[src/rtl/instrumented_adder_meas_ctrl.sv]
// instrumented_adder_meas_ctrl
//   Sequences one ring-oscillator timing measurement of the instrumented adder:
//   latch operands and one-hot bit selects, clear the ring counter, run the ring
//   for a programmed window, stop it, let the ring domain settle, then capture
//   the synchronised count for the host.
//
//   Optional feature macro: INSTR_CTRL_REPEAT_EN
//     When defined, adds cfg_repeat[3:0] and accumulates cfg_repeat+1 runs
//     into a saturating accumulator before a single done pulse.
//
//   state   | meaning
//   --------+-----------------------------------------------------------
//   IDLE    | waiting for start; outputs keep last configuration
//   SETUP   | operands/selects applied, ring counter held in clear
//   RUN     | ring oscillator enabled for the measurement window
//   DRAIN   | ring stopped, waiting for counter synchroniser to settle
//   CAPTURE | count sampled into result, done pulse (or next repeat run)
module instrumented_adder_meas_ctrl #(
  parameter int WIDTH  = 32,
  parameter int CNT_W  = 32,
  parameter int WIN_W  = 16,
  parameter int SETTLE = 4
) (
  input  logic             wb_clk_i,
  input  logic             rst_n,
  input  logic             start,
  input  logic             abort,
  input  logic [WIDTH-1:0] cfg_a,
  input  logic [WIDTH-1:0] cfg_b,
  input  logic [4:0]       cfg_ext_idx,
  input  logic [4:0]       cfg_ring_idx,
  input  logic [4:0]       cfg_sout_idx,
  input  logic [WIN_W-1:0] cfg_window,
  input  logic [CNT_W-1:0] count_in,
`ifdef INSTR_CTRL_REPEAT_EN
  input  logic [3:0]       cfg_repeat,
`endif
  output logic [WIDTH-1:0] a_input,
  output logic [WIDTH-1:0] b_input,
  output logic [WIDTH-1:0] ext_sel,
  output logic [WIDTH-1:0] ring_sel,
  output logic [WIDTH-1:0] sout_sel,
  output logic             ring_en,
  output logic             cnt_clear,
  output logic             busy,
  output logic             done,
  output logic [CNT_W-1:0] result
);

  // Timer must hold both the window and the settle count.
  localparam int TMR_W_MIN = $clog2(SETTLE) + 1;
  localparam int TMR_W     = (WIN_W > TMR_W_MIN) ? WIN_W : TMR_W_MIN;
  localparam logic [TMR_W-1:0] SETTLE_M1 = TMR_W'(SETTLE - 1);

  typedef enum logic [2:0] {
    ST_IDLE    = 3'd0,
    ST_SETUP   = 3'd1,
    ST_RUN     = 3'd2,
    ST_DRAIN   = 3'd3,
    ST_CAPTURE = 3'd4
  } state_t;

  state_t           state, state_next;
  logic [TMR_W-1:0] timer, timer_next;
  logic [WIN_W-1:0] win_m1;
  logic             timer_tc;
  logic             accept;
  logic             cap_edge;
  logic             cap_last;
  logic [CNT_W-1:0] cap_value;

  // Index outside the mask width yields an all-zero select (ring cannot close).
  function automatic logic [WIDTH-1:0] onehot(input logic [4:0] idx);
    logic [WIDTH-1:0] v;
    v = '0;
    for (int i = 0; i < WIDTH; i++) begin
      if (int'(idx) == i) v[i] = 1'b1;
    end
    return v;
  endfunction

  assign timer_tc = (timer == '0);
  assign accept   = (state == ST_IDLE) && start && !abort;
  // Only DRAIN leads into CAPTURE, and abort never allows it.
  assign cap_edge = (state_next == ST_CAPTURE);

`ifdef INSTR_CTRL_REPEAT_EN
  logic [3:0]       runs_left;
  logic             mean_mode;
  logic [CNT_W+3:0] acc;
  logic [CNT_W+4:0] acc_sum;
  logic [CNT_W+3:0] acc_sat;

  assign acc_sum   = {1'b0, acc} + (CNT_W+5)'(count_in);
  assign acc_sat   = acc_sum[CNT_W+4] ? '1 : acc_sum[CNT_W+3:0];
  assign cap_last  = (runs_left == 4'd0);
  // Sixteen runs divide cleanly by 16; any other count reports the raw sum.
  assign cap_value = mean_mode ? acc_sat[CNT_W+3:4] : acc_sat[CNT_W-1:0];

  // Repeat bookkeeping: run counter and saturating accumulator.
  always_ff @(posedge wb_clk_i) begin
    if (!rst_n) begin
      runs_left <= '0;
      mean_mode <= 1'b0;
      acc       <= '0;
    end else begin
      if (accept) begin
        runs_left <= cfg_repeat;
        mean_mode <= (cfg_repeat == 4'hF);
        acc       <= '0;
      end else begin
        if (cap_edge) acc <= acc_sat;
        if (state == ST_CAPTURE && !cap_last) runs_left <= runs_left - 4'd1;
      end
    end
  end
`else
  assign cap_last  = 1'b1;
  assign cap_value = count_in;
`endif

  // Next-state and timer reload; abort overrides every transition.
  always_comb begin
    state_next = state;
    timer_next = timer_tc ? timer : timer - 1'b1;
    case (state)
      ST_IDLE: begin
        if (accept) begin
          state_next = ST_SETUP;
          timer_next = SETTLE_M1;
        end
      end
      ST_SETUP: begin
        if (timer_tc) begin
          state_next = ST_RUN;
          timer_next = TMR_W'(win_m1);
        end
      end
      ST_RUN: begin
        if (timer_tc) begin
          state_next = ST_DRAIN;
          timer_next = SETTLE_M1;
        end
      end
      ST_DRAIN: begin
        if (timer_tc) state_next = ST_CAPTURE;
      end
      ST_CAPTURE: begin
        if (cap_last) begin
          state_next = ST_IDLE;
        end else begin
          state_next = ST_SETUP;
          timer_next = SETTLE_M1;
        end
      end
      default: state_next = ST_IDLE;
    endcase
    if (abort) begin
      state_next = ST_IDLE;
      timer_next = '0;
    end
  end

  // State register plus registered controls decoded from next state (glitch-free to analog).
  always_ff @(posedge wb_clk_i) begin
    if (!rst_n) begin
      state     <= ST_IDLE;
      timer     <= '0;
      win_m1    <= '0;
      a_input   <= '0;
      b_input   <= '0;
      ext_sel   <= '0;
      ring_sel  <= '0;
      sout_sel  <= '0;
      ring_en   <= 1'b0;
      cnt_clear <= 1'b0;
      busy      <= 1'b0;
      done      <= 1'b0;
      result    <= '0;
    end else begin
      state     <= state_next;
      timer     <= timer_next;
      ring_en   <= (state_next == ST_RUN);
      cnt_clear <= (state_next == ST_SETUP);
      busy      <= (state_next != ST_IDLE);
      done      <= cap_edge && cap_last;
      if (accept) begin
        a_input  <= cfg_a;
        b_input  <= cfg_b;
        ext_sel  <= onehot(cfg_ext_idx);
        ring_sel <= onehot(cfg_ring_idx);
        sout_sel <= onehot(cfg_sout_idx);
        win_m1   <= (cfg_window == '0) ? '0 : cfg_window - 1'b1;
      end
      if (cap_edge && cap_last) result <= cap_value;
    end
  end

endmodule

[config.mk]
export PLATFORM = sky130hd
export DESIGN_NAME = instrumented_adder_meas_ctrl
export DESIGN_NICKNAME = d
export VERILOG_FILES = /design/src/rtl/instrumented_adder_meas_ctrl.sv
export SDC_FILE = /design/constraint.sdc
export NUM_CORES = 1
export LEC_CHECK = 0
export ABC_AREA = 1
export BUFFER_PORTS_ARGS = -buffer_cell sky130_fd_sc_hd__clkbuf_2
export CAP_MARGIN = 20
export CELL_PAD_IN_SITES_DETAIL_PLACEMENT = 1
export CELL_PAD_IN_SITES_GLOBAL_PLACEMENT = 1
export CORE_MARGIN = 5
export CORE_UTILIZATION = 38
export DETAILED_ROUTE_END_ITERATION = 6
export PLACE_DENSITY = 0.89
export SKIP_CTS_REPAIR_TIMING = 1
export SLEW_MARGIN = 20
export SYNTH_ARGS = -nofsm -noshare
export SYNTH_HDL_FRONTEND = slang
export SYNTH_SLANG_ARGS = --single-unit
[constraint.sdc]
create_clock -name wb_clk_i -period 5.53 [get_ports wb_clk_i]
set_clock_uncertainty 0.15 [all_clocks]
set_input_delay 0.2765 -clock wb_clk_i [delete_from_list [all_inputs] [get_ports wb_clk_i]]
set_output_delay 0.2765 -clock wb_clk_i [all_outputs]
set_load 0.01 [all_outputs]
### Word-level counts from Yosys, hierarchy flattened

Index checks and enable logic that the tools add are counted.

* flip-flop bits (word level): 231
* latch bits: 0
* RAM bits: 0
* ROM bits: 0
* input port bits: 131
* output and inout port bits: 196
* logic and storage cells: 234
* memories: 0

* add/sub/neg operators: 2
* multipliers: 0
* divide/modulo/power cells: 0
* order comparisons: 0
* equality and inequality tests: 99
* shift-type cells: 0
* multiplexer cells: 108
* bitwise operators: 1
* reductions and logical operators: 11

Operators by type and width (number)
* 5-bit equality test (second input constant): 48
* 5-bit by 4-bit equality test with 1-bit output (second input constant): 24
* 1-bit 2-to-1 mux: 96
* 16-bit 2-to-1 mux: 5
* 5-bit by 3-bit equality test with 1-bit output (second input constant): 12
* 16-bit one-hot mux with 3 select lines: 1
* 16-bit logical NOT: 2
* 16-bit by 1-bit subtractor with 16-bit output (second input constant): 2
* 5-bit by 2-bit equality test with 1-bit output (second input constant): 6
* 5-bit by 1-bit equality test with 1-bit output (second input constant): 3
* 5-bit logical NOT: 3
* 3-bit 2-to-1 mux: 5
* 3-bit one-hot mux with 4 select lines: 1
* 3-bit by 2-bit equality test with 1-bit output (second input constant): 3
* 3-bit by 1-bit equality test with 1-bit output (second input constant): 2
* 3-bit equality test (second input constant): 1
* 3-bit logical NOT: 1
* 3-bit nonzero test: 1
* 1-bit logical AND: 2
* 2-bit OR reduction: 1
* 1-bit logical NOT: 1
* 1-bit inverter: 1

### Longest topological paths before layout

* word-level depth: 7
* mapped depth: 11
* depth with buffers taken out: 10

### Worst setup path before layout

OpenSTA, ideal clock, no wires.

* path kind: register to register
* start point: register timer[0]
* end point: register timer[0]
* library setup time: 70 ps
* data arrival time: 1601 ps
* data required time: 5310 ps
* setup slack: 3710 ps
* cell stages (with the launch flop): 11
* buffers on the path: 0
* clock period less this slack: 1820 ps
* cells stage by stage: dfxtp_1 -> inv_1 -> ha_1 -> nand2_2 -> nor2_8 -> nand2_4 -> ha_1 -> inv_1 -> o22ai_1 -> nor2_1 -> a21oi_1

* word-level cells in the longest chain between the ends: 4
* elaborated cells between the ends (all ways): 7
* those cells by class: add/sub (1); mux (5); reduce/logical (1)

Ends and longest elaborated chain
* start: declaration: RTL line 64 `logic [TMR_W-1:0] timer, timer_next;`
* start signal: assignment: RTL line 182 `timer <= timer_next;`
* 16-bit by 1-bit subtractor with 16-bit output / 16-bit logical NOT (equally long branches): RTL line 125, 82
* 16-bit 2-to-1 mux: RTL line 125 `timer_next = timer_tc ? timer : timer - 1'b1;`
* 16-bit 2-to-1 mux (on tied branches): RTL line 140, 128, 134
* 16-bit one-hot mux with 3 select lines *: RTL line 126 `case (state)`

Every way passes the cells marked *; elsewhere a longest branch is shown, timed or not.
A chain may end at the register's enable or synchronous reset.

### Final worst setup path

* start point: register state[2]
* end point: register win_m1[12]

* word-level cells in the longest chain between the ends: 3

Ends and longest elaborated chain
* start: declaration: RTL line 63 `state_t state, state_next;`
* start signal: assignment: RTL line 181 `state <= state_next;`
* 3-bit logical NOT: RTL line 83 `assign accept = (state == ST_IDLE) && start && !abort;`
* 1-bit logical AND (2 in a row): RTL line 83
* end signal: assignment: RTL line 193 `win_m1 <= (cfg_window == '0) ? '0 : cfg_window - 1'b1;`
* end: declaration: RTL line 65 `logic [WIN_W-1:0] win_m1;`

No other way between the ends.

==> summary.md <==
| Metric | Value |
|---|---|
| FF+latch count, synth | 231 |
| CTS Buffer Depth | 3 |
| Syn_nets | 1406 |
| Final Util | 52.1% |
| Vias per cell | 5.27 |
| Crit path launch type | flip-flop |
| HP Start | count_in[6] |
| Min-Delay Path Depth | 3 |
| Final nets | 1781 |
| Pwr/cell area | 393 mW/mm2 |
| Synth Area in Simple Gates | 27.9% |
| Chip Height | 168 um |
| Initial cell density of the core | 38.2% |
| Post-synthesis sequential area ratio | 48.5% |
| Synth warn | 0 |
| Final ANT Viol Nets | 0 |
| CTS tree | yes |
| Failing checks | negative hold slack |
| Ys flop type | dfxtp_1 |
| Fillcell total | 3161 |
| Mapped Area | 0.00954 mm2 |
| Crit path top cell by count | nand2_1 |
| Clock H-tree levels | 1 |
| Hold Slack | -0.0558 ns |
| R2R Path Start | state[2] |
| CP Capture Type | flip-flop |
| Layout cell share with drive strength beyond 1 | 23.5% |
| Worst-Margin Slew | 1.10 ns |
| Die area | 0.0284 mm2 |
| Post-synthesis xor/xnor area fraction | 0.734% |
| Grt ovf | 0 |
| Worst VDD drop | 238 uV |
| CP Data Required Time | 5.82 ns |
| CP Depth | 9 |
| Vias in the first global route | 10000 |
| Syn Area/Cell | 7.51 um2 |
| Final worst-path cycle share | 58.9% |
| Clk slew on worst S/H paths | 0.06 ns |
| Largest net degree at the start of global routing | 100 |
| Inserted Clock Buffers | 25 |
| IO Pins | 327 |
| Asr flop ratio synth | 0% |
| First-pass GRT wire length | 53200 um |
| Initial antenna violation count | 5 |
| Max incr delay on CP | 0.94 ns |
| Worst min-delay path class | input pin to flip-flop |
| Post-route DRC | 0 |
| GRT Overall Usage | 22.6% |
| Max Fclk | 0.307 GHz |
| Worst Reg-to-Reg Cells | 9 |
| Reg2reg end | win_m1[12] |
| Worst-case hold path end point | result[6] |
| CP Class | flip-flop to flip-flop |
| Core Area | 0.0250 mm2 |
| IO Port Bufs | 326 |
| CP delay by family, top | buffers and inverters |
| Leakage | 5.72 nW |
| Synth Area in Compound Gates | 14.3% |
| EDFF count, synth | 0 |
| Slowest-stage cell, CP | inv_4 |
| Status | finished with violations |
| Root buf cell | clkbuf_16 |
| DPL Wire Length | 24100 um |
| Mux contribution to synthesized area | 0% |
| Relative slew slack | 26.9% |
| Area grow syn2layout | 36.3% |
| Setup violators final | 0 |
| Row cnt | 58 |
| Routed via count | 10500 |
| WP data arrival | 3.54 ns |
| Max-Cap Viols | 0 |
| Slew Limit Fails | 0 |
| Min Tclk post-route | 3.26 ns |
| Final-report hold violation count | 3 |
| Later-pin clock latency in the skew report | 0.52 ns |
| Routability cong. | 0.860 |
| Cell count after synthesis | 1271 |
| Largest family of logic cells by synthesized area | simple AND/OR/NAND/NOR gates |
| Total routed wirelength | 40200 um |
| Setup TNS | 0 ns |
| Die width | 168 um |
| Worst R2R Setup Slack | 2.27 ns |
| RSZ-0062 raised after global routing | false |
| Clock Sinks | 231 |
| DR WL/cell | 20.1 um |
| Buf/Inv on CP | 3 |
| Distinct cells, synth | 31 |
| DR iter-0 viols | 553 |
| Worst-path cell chain | nor2_1 -> nand2_1 -> inv_2 -> nand3_4 -> inv_4 -> nand2_1 -> inv_1 -> nand2_1 -> a21oi_1 |
| Post-Synth Adder-Cell Area | 0.525% |
| Critical Path Fanout Max | 94 |
| First-pass DRT Iterations | 5 |
## kinds of logic (layout without fill, tap and decap cells)
kind of cell,count (synthesis),after routing
AOI/OAI and AO/OA,260,260
xor gates and xnor gates,8,8
adders and majority gates,4,4
buffers and inverters,181,572
DFF,231,231
other,0,5
and+or+nand+nor,587,587
## cell usage in the layout, fill, tap and decap left out, drive strengths merged
| cell | instances |
|---|---|
| o21ai | 77 |
| dfxtp | 231 |
| nor3 | 1 |
| clkbuf | 361 |
| clkinvlp | 1 |
| or2 | 5 |
| dlygate4sd3 | 97 |
| nand4 | 116 |
| xnor2 | 2 |
| a21oi | 158 |
| diode | 5 |
| nand3 | 28 |
| and3 | 1 |
| nand2 | 219 |
| ha | 4 |
| inv | 102 |
| clkinv | 5 |
| o21a | 23 |
| bufinv | 1 |
| nand3b | 4 |
| xor2 | 6 |
| o21bai | 1 |
| nor2 | 212 |
| nor4 | 1 |
| o22ai | 1 |
| buf | 5 |
## cell type report
cell class              instances  area, um2  area share, %
flip-flops and latches        231       4620           35.6
multi-input cells             859       4150           31.9
repair buffers                428       2650           20.4
clock buffers                  35        693           5.33
well taps                     330        413           3.18
inverters                     101        384           2.95
clock inverters                 8       78.8          0.606
diodes                          5       12.5         0.0962
## power by group
part           switching, mW  internal, mW
Combinational           1.07         0.547
Sequential             0.104          1.77
Clock                  0.699         0.921
Total                   1.87          3.24
## metal layers
metal | track usage (%) | part of all wire (%) | routed length (um)
met3 | 5.63 | 6.5 | 2610
met5 | 0 | 0 | 0
met2 | 38.2 | 50 | 20000
met4 | 8.26 | 5.1 | 2060
met1 | 28.1 | 39 | 15500
## stage by stage
step,hold slack (ns),worst slack [ns],power [mW],area [um2],instances
6_report,-0.0558,2.27,5.12,13000,1997
5_1_grt,-0.0301,1.97,5.39,13000,1996
4_1_cts,-0.208,2.27,5.04,12000,1895
3_5_place_dp,0.292,2.29,3.41,11200,1852
3_3_place_gp,0.282,2.41,3.34,11200,1852
2_1_floorplan,0.250,3.71,3.02,9540,1271
## worst reg2reg max path, cell delays in order (launching register included)
cell and delay (ns):
dfxtp_1 0.35, nor2_1 0.17, nand2_1 0.10, inv_2 0.09, nand3_4 0.52, inv_4 0.97
nand2_1 0.33, inv_1 0.27, nand2_1 0.10, a21oi_1 0.13
## cell usage after synthesis (5+ instances only)
library cell | n | share of area (%)
a21oi_1 | 158 | 8.3
buf_1 | 5 | 0.20
buf_2 | 29 | 1.5
buf_4 | 8 | 0.63
clkbuf_1 | 34 | 1.3
dfxtp_1 | 231 | 48
inv_1 | 98 | 3.9
nand2_1 | 213 | 8.4
nand2_2 | 5 | 0.33
nand3_1 | 27 | 1.4
nand4_1 | 116 | 7.6
nor2_1 | 204 | 8.0
o21a_1 | 23 | 1.8
o21ai_0 | 77 | 4.0
or2_2 | 5 | 0.33
xor2_1 | 6 | 0.55
## state kept, by name, summed over array words and instances, names as in the netlist, 16 cells and up
signal / cells
a_input: 32
b_input: 32
ext_sel: 32
result: 32
ring_sel: 32
sout_sel: 32
timer: 16
win_m1: 16
## worst max-delay path by stage
| stage | startpoint | end | slack [ns] |
|---|---|---|---|
| after floorplan | timer[0] | timer[0] | 3.71 |
| after global placement | state[2] | win_m1[2] | 2.41 |
| after detailed placement | state[2] | win_m1[1] | 2.29 |
| after CTS | state[2] | win_m1[1] | 2.27 |
| after global routing | state[2] | win_m1[1] | 1.97 |
| final | state[2] | win_m1[12] | 2.27 |
Note: power is estimated with default switching activity, not from simulation.
